--- config.mk ---
export PLATFORM = sky130hd
export DESIGN_NAME = mant_mul_seq
export DESIGN_NICKNAME = d
export VERILOG_FILES = /design/src/rtl/mant_mul_seq.sv
export SDC_FILE = /design/constraint.sdc
export NUM_CORES = 1
export LEC_CHECK = 0
export CAP_MARGIN = 20
export CORE_MARGIN = 3
export CORE_UTILIZATION = 63
export CTS_BUF_LIST = sky130_fd_sc_hd__clkbuf_8
export DETAILED_ROUTE_END_ITERATION = 8
export PLACE_DENSITY = 0.88
export SLEW_MARGIN = 0
export SYNTH_ARGS = -nofsm -noshare
export SYNTH_HDL_FRONTEND = slang
export SYNTH_SLANG_ARGS = --single-unit
--- constraint.sdc ---
create_clock -name i_clk -period 8.1 [get_ports i_clk]
set_input_delay 1.62 -clock i_clk [delete_from_list [all_inputs] [get_ports i_clk]]
set_output_delay 1.62 -clock i_clk [all_outputs]
set_load 0.02 [all_outputs]
--- src/rtl/mant_mul_seq.sv ---
// Shift-and-add mantissa multiplier: one shared 2*MW-bit add per clock, MW steps per product.
// Latency MW cycles from accept to done_valid; result held in DONE until done_ready, no operand queueing.
module mant_mul_seq #(
    parameter int MW = 24
) (
    input  logic            i_clk,
    input  logic            i_rst,
    input  logic            i_start_valid,
    output logic            o_start_ready,
    input  logic [MW-1:0]   i_a_in,
    input  logic [MW-1:0]   i_b_in,
    output logic            o_done_valid,
    input  logic            i_done_ready,
    output logic [2*MW-1:0] o_prod,
    output logic            o_norm,
    output logic            o_busy
);

    localparam int PW = 2 * MW;
    localparam int CW = $clog2(MW);
    localparam logic [CW-1:0] LAST = CW'(MW - 1);

    typedef enum logic [1:0] {
        S_IDLE,
        S_RUN,
        S_DONE
    } state_t;

    state_t          r_state;
    state_t          w_state_nxt;
    logic [PW-1:0]   r_acc;
    logic [PW-1:0]   r_mcand;
    logic [PW-1:0]   r_prod;
    logic [MW-1:0]   r_mplr;
    logic [CW-1:0]   r_cnt;

    logic [PW-1:0]   w_addend;
    logic [PW-1:0]   w_sum;
    logic            w_carry;
    logic            w_accept;
    logic            w_last;

    // The single shared adder; its carry-out can never be set for in-range operands.
    assign w_addend           = r_mplr[0] ? r_mcand : '0;
    assign {w_carry, w_sum}   = {1'b0, r_acc} + {1'b0, w_addend};

    always_ff @(posedge i_clk) begin
        if (i_rst) begin
            r_state <= S_IDLE;
        end else begin
            r_state <= w_state_nxt;
        end
    end

    always_comb begin
        w_state_nxt = r_state;
        w_accept    = 1'b0;
        w_last      = 1'b0;
        case (r_state)
            S_IDLE: begin
                if (i_start_valid) begin
                    w_accept    = 1'b1;
                    w_state_nxt = S_RUN;
                end
            end
            S_RUN: begin
                if (r_cnt == LAST) begin
                    w_last      = 1'b1;
                    w_state_nxt = S_DONE;
                end
            end
            S_DONE: begin
                if (i_done_ready) begin
                    w_state_nxt = S_IDLE;
                end
            end
            default: w_state_nxt = S_IDLE;
        endcase
    end

    always_ff @(posedge i_clk) begin
        if (i_rst) begin
            r_acc   <= '0;
            r_mcand <= '0;
            r_mplr  <= '0;
            r_cnt   <= '0;
            r_prod  <= '0;
        end else if (w_accept) begin
            r_mcand <= {{MW{1'b0}}, i_a_in};
            r_mplr  <= i_b_in;
            r_acc   <= '0;
            r_cnt   <= '0;
        end else if (r_state == S_RUN) begin
            r_acc   <= w_sum;
            r_mcand <= r_mcand << 1;
            r_mplr  <= r_mplr >> 1;
            r_cnt   <= r_cnt + CW'(1);
            if (w_last) begin
                r_prod <= w_sum;
            end
        end
    end

    // Handshake outputs come straight from the state register.
    assign o_start_ready = (r_state == S_IDLE);
    assign o_done_valid  = (r_state == S_DONE);
    assign o_busy        = (r_state != S_IDLE);
    assign o_prod        = r_prod;
    assign o_norm        = r_prod[PW-1];

    a_no_carry: assert property (@(posedge i_clk) disable iff (i_rst)
        (r_state == S_RUN) |-> !w_carry);

endmodule

# == After elaboration in Yosys (flattened, before gate mapping) ==
# Index checks and enable logic that the tools add are counted.
# classes
addsub,2
eq_ne,6
muxes,13
bitwise_logic,1
n_reduce_logical,6
# ops
op,n
$mux W24,4
$add A48 B48 Y48,1
$mux W48,1
$mux W2,3
$pmux W2 S3,1
$reduce_and A3 Y1,2
$add A5 B1 Y5 const B,1
$eq A5 B5 Y1 const B,1
$mux W1,4
$ne A2 B2 Y1 const B,2
$reduce_bool A2 Y1,2
$eq A2 B1 Y1 const B,1
$eq A2 B2 Y1 const B,1
$logic_not A2 Y1,1
$ne A2 B1 Y1 const B,1
$reduce_or A2 Y1,1
$not A1 Y1,1
# word_totals
regBits,175
input_bits,52
output_inout_bits,52
elab_cells,35

# == Logic depth before layout (Yosys ltp) ==
# Gate-level depths: netlist (run 1).
# depth
ltp_word,4
mapped_depth,14
ltp_nobuf,12

# == Worst setup path after synthesis (run 1) ==
# OpenSTA, ideal clock, no wires.
# synth_path
path_type,reg-to-reg
startpoint,register r_mplr[0]
endpoint,register r_acc[46]
setup_time_ns,0.122
arrival_ns,3.401
t_required_ns,7.978
path_slack_ns,4.577
stages_incl_launch_ff,15
path_buffers,2
period_less_slack_ns,3.523
path_cell_list,dfxtp_1 -> clkbuf_1 -> clkbuf_1 -> and2_1 -> ha_1 -> fa_1 -> a211oi_1 -> o21ai_1 -> a21oi_1 -> o311ai_4 -> a311oi_2 -> o31a_1 -> o21ai_0 -> nor4b_1 -> a311o_1
# synth_via
elab_chain_cells,2
# synth_rtl
item,line,source
"start, declared",34,logic [MW-1:0] r_mplr;
"start signal, assigned",90,r_mplr <= i_b_in;
"start signal, assigned",96,r_mplr <= r_mplr >> 1;
$mux W48,44,assign w_addend = r_mplr[0] ? r_mcand : '0;
$add A48 B48 Y48,45,"assign {w_carry, w_sum} = {1'b0, r_acc} + {1'b0, w_addend};"
"end signal, assigned",94,r_acc <= w_sum;
"end, declared",31,logic [PW-1:0] r_acc;
# Every way passes these cells.
# A chain may end at the register's enable or synchronous reset.

# == Worst setup path in the final report (run 1) ==
# Ends and elaborated chain as after synthesis.

==> run metrics, run 1 <==
status=finished clean; # port buffers=103; Total GRT Usage=0.2940; Die X=128.4 µm; Avg Inst Size Synth=7.741 µm²; total wire length=24.03 mm; Post-Syn Area=0.009444 mm²; global-route wire length before repair=40.17 mm; DR iter-0 viols=755; register area share after synthesis=0.3710; worst r2r src=r_mplr[0]$_SDFFE_PP0P_; CTS clk-pin slew, worst paths=0.10 ns; detailed-route via count=8,914; Pre-antenna DRT Iters=5; Worst Tran Pin Value=1.045 ns; Comb power frac=0.085; Root Buffer=clkbuf_8; required time of the critical path=8.47 ns; htree depth=4; Max Clock Freq=0.2370 GHz; DRT antenna net count=0; total congestion overflow=0; Setup CP Type=flip-flop to flip-flop; Rows=44; Fill cells=1,171; Max Cap Violations=0; Avg WL per Cell=16.46 µm; leak pwr=4.046 nW; top cell type's share of synthesized area=0.3710; Mapped Cells=1,220; Seq pwr share=0.551; Crit-path slowest cell=dfxtp_1; Buf/Inv on CP=1; Bufs on Longest Clock Path=2; largest area contributor in the netlist=dfxtp_1; worst-path cell chain=buf_4 > and2_1 > ha_1 > fa_1 > a211oi_1 > o21ai_1 > a21oi_1 > o311ai_4 > a311oi_2 > o31a_1 > o21ai_0 > nor4b_1 > a311o_1; Design Power=1.623 mW; number of remaining DRC errors=0; CORE AREA=0.01459 mm²; power density over the cells=149.7 mW/mm²; Via-to-Cell Ratio=6.105; Slew Limit Fails=0; worst flop-to-flop path endpoint=r_acc[46]$_SDFFE_PP0P_; # resized after CTS=0; TritonCTS clock tree=yes; Fin Hold WS=0.4574 ns; DP Wirelength=16.22 mm; Synth async-reset ratio=0; initial core utilization=0.6473; worst-path fanout max=30; slowest stage delay, CP=0.50 ns; Worst setup EP type=flip-flop; post-synth net total=1,321; Hold Violations, Final=0; # IOs=104; ys flop type=dfxtp_1; Worst R2R Path Depth=13; most common cell in the netlist=nand2_1; Cells on Worst Hold Path=2; P&R area growth vs syn=14.79%; largest delay contributor family on the critical path=compound AO/OA/AOI/OAI gates; clock share of power=0.364; setup TNS=0 ns; Tmin final=4.220 ns; vias in the first global route=8,139; Synth Register Bits=175; Hold Path Sink=o_prod[30]$_SDFFE_PP0P_; Tcrit/Tclk final=0.5209; synth cell count leaders=nand2_1 (255), a21oi_1 (188), dfxtp_1 (175), clkbuf_1 (69), and2_1 (54); Skew-Pair Late Insertion Delay=0.48 ns; Layout Nets=1,364; switching share of power=0.2849; reg2reg setup slack=3.88 ns; CTS Hold Bufs=0; internal power=1.161 mW; endpoints failing setup=0; crit path DAT=4.59 ns; Diodes inserted=0; Max VDD drop=120.6 µV; RePlAce Congestion=0.8965; final setup skew=0.01688 ns; unrepaired setup endpoints after global routing=no; largest net degree at the start of global routing=82; TritonCTS Buffers=17; library cells used by synthesis=63; initial antenna violation count=0; die area=0.01650 mm²; P_sw=0.4624 mW; layout cells sized above 1=0.04937; synth top area cells=dfxtp_1 (37%), nand2_1 (10%), a21oi_1 (10%); CP startpoint kind=flip-flop; yosys warns=0; hold_sp=o_prod[30]$_SDFFE_PP0P_; Post-CTS Setup Inserts=0; Slew HR=0.3018; Post-synth EDFFs=0; hold crit path type=flip-flop to flip-flop; Sink Count=175; die span in y=128.4 µm
-- tightest hold or removal path, stage by stage, from the launching register on --
cell and delay, ns:
dfxtp_1 0.32, nand2_1 0.05, a21oi_1 0.05
-- power by group through the flow --
| stage | clock network, mW | logic, mW | registers [mW] |
|---|---|---|---|
| final | 0.592 | 0.138 | 0.894 |
| after detailed placement | 0 | 0.136 | 0.913 |
| after global placement | 0 | 0.133 | 0.912 |
| after CTS | 0.596 | 0.136 | 0.893 |
| after global routing | 0.631 | 0.151 | 0.896 |
| after floorplan | 0 | 0.0889 | 0.907 |
-- metrics by stage --
| stage | instances | area [µm²] | util | setup slack (ns) |
|---|---|---|---|---|
| after floorplan | 1220 | 9444 | - | 4.577 |
| after global placement | 1427 | 10450 | 0.7163 | 4.057 |
| after detailed placement | 1427 | 10450 | 0.7163 | 3.962 |
| after CTS | 1459 | 10830 | 0.7423 | 3.924 |
| after global routing | 1460 | 10840 | 0.7431 | 3.617 |
| final | 1460 | 10840 | 0.7431 | 3.880 |
-- cells by family after synthesis --
| kind of cell | synth area share |
|---|---|
| buffers and inverters | 0.04054 |
| AOI/OAI and AO/OA | 0.2409 |
| adders and majority gates | 0.06571 |
| DFF | 0.3710 |
| xor gates and xnor gates | 0.03617 |
| muxes | 0.001060 |
| and+or+nand+nor | 0.2447 |
-- worst max path at each step --
stage | from | end | slack [ns] | cells past startpoint
CTS | r_mplr[0]$_SDFFE_PP0P_ | r_acc[46]$_SDFFE_PP0P_ | 3.92 | 13
detailed placement | i_start_valid | r_acc[46]$_SDFFE_PP0P_ | 3.96 | 6
global placement | i_start_valid | r_acc[46]$_SDFFE_PP0P_ | 4.06 | 6
finish | r_mplr[0]$_SDFFE_PP0P_ | r_acc[46]$_SDFFE_PP0P_ | 3.88 | 13
floorplan | r_mplr[0]$_SDFFE_PP0P_ | r_acc[46]$_SDFFE_PP0P_ | 4.58 | 14
global route | r_mplr[0]$_SDFFE_PP0P_ | r_acc[46]$_SDFFE_PP0P_ | 3.62 | 13
-- layout by cell type, fill, tap and decap left out, types with 12 or more instances in the layout --
master / n
nand2_1: 254
a21oi_1: 188
dfxtp_1: 175
clkdlybuf4s50_1: 102
and2_1: 52
ha_1: 48
a22oi_1: 46
nor2_1: 44
nand3_1: 38
o21ai_0: 36
xnor2_1: 27
a21o_1: 22
nand4_1: 19
clkbuf_8: 17
inv_1: 15
a211oi_1: 15
nor3_1: 15
o21bai_1: 14
or4_1: 14
xor2_1: 12
-- sequential cells by signal (all words and copies together), names as in the netlist --
register	cells
r_state	2
o_prod	48
r_cnt	5
r_mplr	24
r_acc	48
r_mcand	48
-- per-layer routing --
metal | track usage | up-vias | wire length, µm
li1 | - | 4396 | -
met1 | 0.4229 | 4198 | 11230
met2 | 0.4560 | 293 | 11020
met3 | 0.05396 | 27 | 1497
met4 | 0.07865 | 0 | 291
met5 | 0 | - | 0
-- layout make-up --
class / instances / area (µm²) / area share
Multi-Input combinational cell: 945 / 5590 / 0.5157
Sequential cell: 175 / 3503 / 0.3232
Timing Repair Buffer: 110 / 1085 / 0.1001
Clock buffer: 17 / 234.0 / 0.02158
Tap cell: 184 / 230.2 / 0.02124
Clock inverter: 15 / 145.1 / 0.01339
Inverter: 14 / 52.55 / 0.004848
(Power assumes the default switching activity.)
==> run 2: changes to the inputs <==
- CORE_UTILIZATION: 63 -> 59
- PLACE_DENSITY: 0.88 -> 0.83
- clock period: 8.1 -> 4 ns (I/O delays scaled with it)
==> run 2 against run 1 <==
- power up 110%
- fmax up 15%
- routed wire length up 0.10%
- combinational power up 110%
- clock skew down 0.0010 ns
- clock power up 120%
- critical path depth down 1
- global-route usage down 2.9 points
- critical path type unchanged
- largest cell class unchanged
==> run metrics, run 2 (synthesis gave the netlist of run 1 again) <==
Hold Violations, Final=0 (unchanged); Skew-Pair Late Insertion Delay=0.48 ns (about the same); Bufs on Longest Clock Path=2 (unchanged); required time of the critical path=4.36 ns (-4.11 ns); CTS Hold Bufs=0 (unchanged); final setup skew=0.01585 ns (-0.001025 ns); crit path from=r_mplr[0]$_SDFFE_PP0P_; Non-Filler Instances=1,491 (+2.1%); global-route wire length before repair=39.51 mm (-1.6%); Max VDD drop=364.7 µV (+200%); Rows=45 (+2.3%); # port buffers=103 (unchanged); largest net degree at the start of global routing=103 (+26%); Worst Tran Pin Value=1.049 ns (+0.003891 ns); Setup CP Type=flip-flop to flip-flop; commonest non-fill, non-tap cell in the layout=nand2_1; total congestion overflow=0 (unchanged); post-placement setup slack=0.3567 ns (-3.606 ns); Worst setup EP type=flip-flop; commonest cells after routing, fill and taps aside=nand2_1 (254), a21oi_1 (188), dfxtp_1 (175), clkdlybuf4s50_1 (102), and2_1 (52); Avg WL per Cell=16.13 µm (-2.0%); Tmin final=3.669 ns (-0.5510 ns); final worst setup slack=0.3314 ns (-3.549 ns); Worst R2R Path Depth=12 (-1); DR iter-0 viols=657 (-13%); endpoints failing setup=0 (unchanged); die area=0.01756 mm² (+6.5%); Layout Nets=1,368 (+0.29%); slowest stage delay, CP=0.45 ns (-0.05 ns); worst flop-to-flop path endpoint=r_acc[46]$_SDFFE_PP0P_; CP startpoint kind=flip-flop; total wire length=24.06 mm (+0.10%); worst-path fanout max=7 (-77%); placed insts=1,459 (+2.2%); Pre-antenna DRT Iters=8 (+3); setup TNS=0 ns (unchanged); stages on the worst setup path=12 (-1); Total GRT Usage=0.2650 (-0.02897); Max Cap Violations=0 (unchanged); reg2reg setup slack=0.33 ns (-3.55 ns); Tcrit/Tclk final=0.9172 (+0.3962); worst r2r src=r_mplr[0]$_SDFFE_PP0P_; Via-to-Cell Ratio=6.019 (-1.4%); layout cells sized above 1=0.05234 (+0.002971); power density over the cells=310.0 mW/mm² (+110%); number of remaining DRC errors=0 (unchanged); worst setup path endpoint=r_acc[46]$_SDFFE_PP0P_; vias in the first global route=8,314 (+2.2%); CORE AREA=0.01543 mm² (+5.7%); die span in y=132.5 µm (+3.2%); Diodes inserted=0 (unchanged); Slew HR=0.3009 (-0.0009410); largest delay contributor family on the critical path=compound AO/OA/AOI/OAI gates; Crit-path slowest cell=a311oi_2; initial antenna violation count=0 (unchanged); htree depth=4 (unchanged); DP Wirelength=16.47 mm (+1.5%); # resized after CTS=0 (unchanged); Design Power=3.392 mW (+110%); hold crit path type=flip-flop to flip-flop; crit path DAT=4.03 ns (-0.56 ns); Max Clock Freq=0.2726 GHz (+15%); Sink Count=175 (unchanged); CTS clk-pin slew, worst paths=0.09 ns (about the same); Fin Hold WS=0.4576 ns (+0.0002060 ns); leak pwr=4.071 nW (+0.64%); # IOs=104 (unchanged); detailed-route via count=8,974 (+0.67%); Buf/Inv on CP=0 (-1); Post-CTS Setup Inserts=0 (unchanged); DRT antenna net count=0 (unchanged); TritonCTS Buffers=17 (unchanged); status=finished clean; unrepaired setup endpoints after global routing=no; worst-path cell chain=and2_1 > ha_1 > fa_1 > a211oi_1 > o21ai_1 > a21oi_1 > o311ai_4 > a311oi_2 > o31a_1 > o21ai_0 > nor4b_1 > a311o_1; RePlAce Congestion=0.9820 (+9.5%); Die X=132.5 µm (+3.2%); Slew Limit Fails=0 (unchanged); TritonCTS clock tree=yes; initial core utilization=0.6122 (-0.03518); Root Buffer=clkbuf_8; P&R area growth vs syn=15.85%
==> run 2: cell count changes in the layout (fill, tap and decap cells not counted), sizes merged <==
| cell | delta |
|---|---|
| inv | -7 |
| bufinv | +2 |
| clkbuf | +2 |
| buf | +4 |
| clkinvlp | +3 |
==> run 2: worst register-to-register path: stages (launching register included) <==
cell	delay [ns]
dfxtp_1	0.37
and2_1	0.16
ha_1	0.21
fa_1	0.44
a211oi_1	0.30
o21ai_1	0.12
a21oi_1	0.33
o311ai_4	0.19
a311oi_2	0.45
o31a_1	0.27
o21ai_0	0.19
nor4b_1	0.19
a311o_1	0.34
==> run 2: area by class of cell <==
| class | instances | area (µm²) |
|---|---|---|
| clock inverter | 13 | 152.6 |
| multi-input combinational | 945 | 5583 |
| timing repair buffer | 114 | 1124 |
| clock buffer | 19 | 261.5 |
| sequential | 175 | 3503 |
| tap | 211 | 264.0 |
| inverter | 14 | 52.55 |
| fill | 1285 | 4487 |
==> run 2: worst min path at each step <==
stage / start / endpoint / cells after the start
6_report: r_mplr[8]$_SDFFE_PP0P_ / r_mplr[8]$_SDFFE_PP0P_ / 2
3_3_place_gp: r_mplr[8]$_SDFFE_PP0P_ / r_mplr[8]$_SDFFE_PP0P_ / 2
3_5_place_dp: o_prod[13]$_SDFFE_PP0P_ / o_prod[13]$_SDFFE_PP0P_ / 2
2_1_floorplan: r_mplr[10]$_SDFFE_PP0P_ / r_mplr[10]$_SDFFE_PP0P_ / 2
4_1_cts: o_prod[33]$_SDFFE_PP0P_ / o_prod[33]$_SDFFE_PP0P_ / 2
5_1_grt: r_mplr[18]$_SDFFE_PP0P_ / r_mplr[18]$_SDFFE_PP0P_ / 2
==> run 2: report_power, final <==
part | internal, mW | switching (mW) | leakage, nW
Sequential | 1.78 | 0.0278 | 1.42
Combinational | 0.111 | 0.177 | 2.45
Clock | 0.603 | 0.694 | 0.204
==> run 2: routing by layer <==
metal  GRT usage  vias to the layer above  share of wire
met5           0                        -              0
met4     0.07564                        0          0.017
met3     0.05589                       41          0.063
met2      0.4203                      299           0.45
met1      0.3668                     4222           0.47
li1            -                     4412              -
==> run 2: metrics by stage <==
| step | util | cell area (µm²) |
|---|---|---|
| floorplan | - | 9444 |
| global route | 0.7092 | 10940 |
| CTS | 0.7092 | 10940 |
| global placement | 0.6823 | 10530 |
| finish | 0.7092 | 10940 |
| detailed placement | 0.6823 | 10530 |
==> run 3: changes to the inputs <==
- MAX_ROUTING_LAYER: default -> met4
==> run 3 against run 2 <==
- via count rose by 0.29%
- fmax rose by 0.24%
- power fell by 0.26%
- clock-buffer cell count fell by 2
- critical path depth did not move
- worst hold slack got worse by 0.00055 ns
- non-clock buffer count rose by 1
- design area rose by 0.24%
- sequential power barely moved
- global-route usage rose by 1.4 points
==> run metrics, run 3 (synthesis gave the netlist of run 1 again) <==
crit path DAT=4.03 ns (about the same); Design Power=3.383 mW (-0.26%); Hold Violations, Final=0 (unchanged); required time of the critical path=4.38 ns (+0.02 ns); htree depth=4 (unchanged); metal3 WL=1.407 mm (-7.0%); Bufs on Longest Clock Path=2 (unchanged); status=finished clean; Final Cell Area=0.01097 mm² (+0.24%); Slew Limit Fails=0 (unchanged); total wire length=24.06 mm (about the same); layout cells sized above 1=0.05308 (+0.0007398); Skew-Pair Late Insertion Delay=0.49 ns (about the same); number of remaining DRC errors=0 (unchanged); Total GRT Usage=0.2791 (+0.01406); reg2reg setup slack=0.34 ns (about the same); Avg WL per Cell=16.13 µm (about the same); commonest non-fill, non-tap cell in the layout=nand2_1; hold crit path type=flip-flop to flip-flop; RePlAce Congestion=0.9799 (-0.21%); Post-CTS Setup Inserts=0 (unchanged); CP startpoint kind=flip-flop; met1 wire length=11.27 mm (+0.49%); placed cell area=0.01053 mm² (unchanged); largest delay contributor family on the critical path=compound AO/OA/AOI/OAI gates; CTS Hold Bufs=0 (unchanged); Slew HR=0.3299 (+0.02904); largest net degree at the start of global routing=101 (-1.9%); endpoints failing setup=0 (unchanged); DP Wirelength=16.59 mm (+0.74%); Via-to-Cell Ratio=6.032 (+0.22%); detailed-route via count=9,000 (+0.29%); Layout Nets=1,369 (+0.073%); Tcrit/Tclk final=0.9149 (-0.002233); initial core utilization=0.6122 (unchanged); initial antenna violation count=0 (unchanged); worst-path fanout max=5 (-2); Fill cells=1,351 (+5.1%); CORE AREA=0.01543 mm² (unchanged); TritonCTS clock tree=yes; Die X=132.5 µm (unchanged); Reg area=0.003503 mm² (unchanged); unrepaired setup endpoints after global routing=no; setup TNS=0 ns (unchanged); # IOs=104 (unchanged); # port buffers=103 (unchanged); Setup CP Type=flip-flop to flip-flop; TritonCTS Buffers=17 (unchanged); final setup skew=0.01738 ns (+0.001527 ns); slowest stage delay, CP=0.47 ns (+0.02 ns); Max Cap Violations=0 (unchanged); leak pwr=4.084 nW (+0.31%); Worst setup EP type=flip-flop; P&R area growth vs syn=16.12%; Pre-antenna DRT Iters=7 (-1); DRT antenna net count=0 (unchanged); met2 WL=10.88 mm (-0.41%); worst-path cell chain=and2_1 > ha_1 > fa_1 > a211oi_1 > o21ai_1 > a21oi_1 > o311ai_4 > a311oi_2 > o31a_1 > o21ai_0 > nor4b_1 > a311o_1; Buf/Inv on CP=0 (unchanged); Sink Count=175 (unchanged); Worst Tran Pin Value=1.005 ns (-0.04356 ns); die area=0.01756 mm² (unchanged); Diodes inserted=0 (unchanged); Root Buffer=clkbuf_8; CTS clk-pin slew, worst paths=0.10 ns (about the same); total congestion overflow=0 (unchanged); vias in the first global route=8,362 (+0.58%); Tmin final=3.660 ns (-0.008934 ns); Max Clock Freq=0.2732 GHz (+0.24%); Multi-input gate area=0.005583 mm² (unchanged); Crit-path slowest cell=a311oi_2; commonest cells after routing, fill and taps aside=nand2_1 (254), a21oi_1 (188), dfxtp_1 (175), clkdlybuf4s50_1 (102), and2_1 (52); die span in y=132.5 µm (unchanged); # resized after CTS=0 (unchanged); DR iter-0 viols=663 (+0.91%); Max VDD drop=248.3 µV (-32%); highest routed layer=met4; power density over the cells=308.5 mW/mm² (-0.50%); global-route wire length before repair=40.37 mm (+2.2%); Rows=45 (unchanged)
==> run 3: worst paths after layout <==
kind,startpoint,end,depth (start not counted)
setup / recovery,r_mcand[0]$_SDFFE_PP0P_,r_acc[46]$_SDFFE_PP0P_,12
hold / removal,o_prod[33]$_SDFFE_PP0P_,o_prod[33]$_SDFFE_PP0P_,2
setup reg to reg,r_mcand[0]$_SDFFE_PP0P_,r_acc[46]$_SDFFE_PP0P_,12
hold reg to reg,o_prod[33]$_SDFFE_PP0P_,o_prod[33]$_SDFFE_PP0P_,2
==> run 3: layout make-up <==
cell class / count / area share
clock buffers: 17 / 0.02133
clock inverters: 15 / 0.01700
inverters: 14 / 0.004792
multi-input cells: 945 / 0.5091
flip-flops and latches: 175 / 0.3195
well taps: 211 / 0.02407
repair buffers: 115 / 0.1043
==> run 3: metrics by stage <==
stage	hold slack, ns	std cells	worst slack (ns)	util
2_1_floorplan	0.4360	1220	0.4766	-
3_3_place_gp	0.4418	1459	0.5147	0.6823
3_5_place_dp	0.4453	1459	0.3661	0.6823
4_1_cts	0.4588	1491	0.3339	0.7096
5_1_grt	0.4765	1492	0.08534	0.7109
6_report	0.4570	1492	0.3403	0.7109
==> run 3: metal layers <==
metal | global-route usage | vias up
met3 | 0.04639 | 48
li1 | - | 4408
met5 | - | -
met1 | 0.3830 | 4242
met2 | 0.4229 | 302
met4 | 0.08891 | 0
==> run 3: tightest hold or removal path: stages, from the launching register on <==
cell	delay [ns]
dfxtp_1	0.32
nand2_1	0.05
a21oi_1	0.05
==> run 3: power by group <==
part	internal, mW	total (mW)	switching, mW
Sequential	1.78	1.81	0.0263
Combinational	0.114	0.291	0.177
Clock	0.531	1.29	0.755
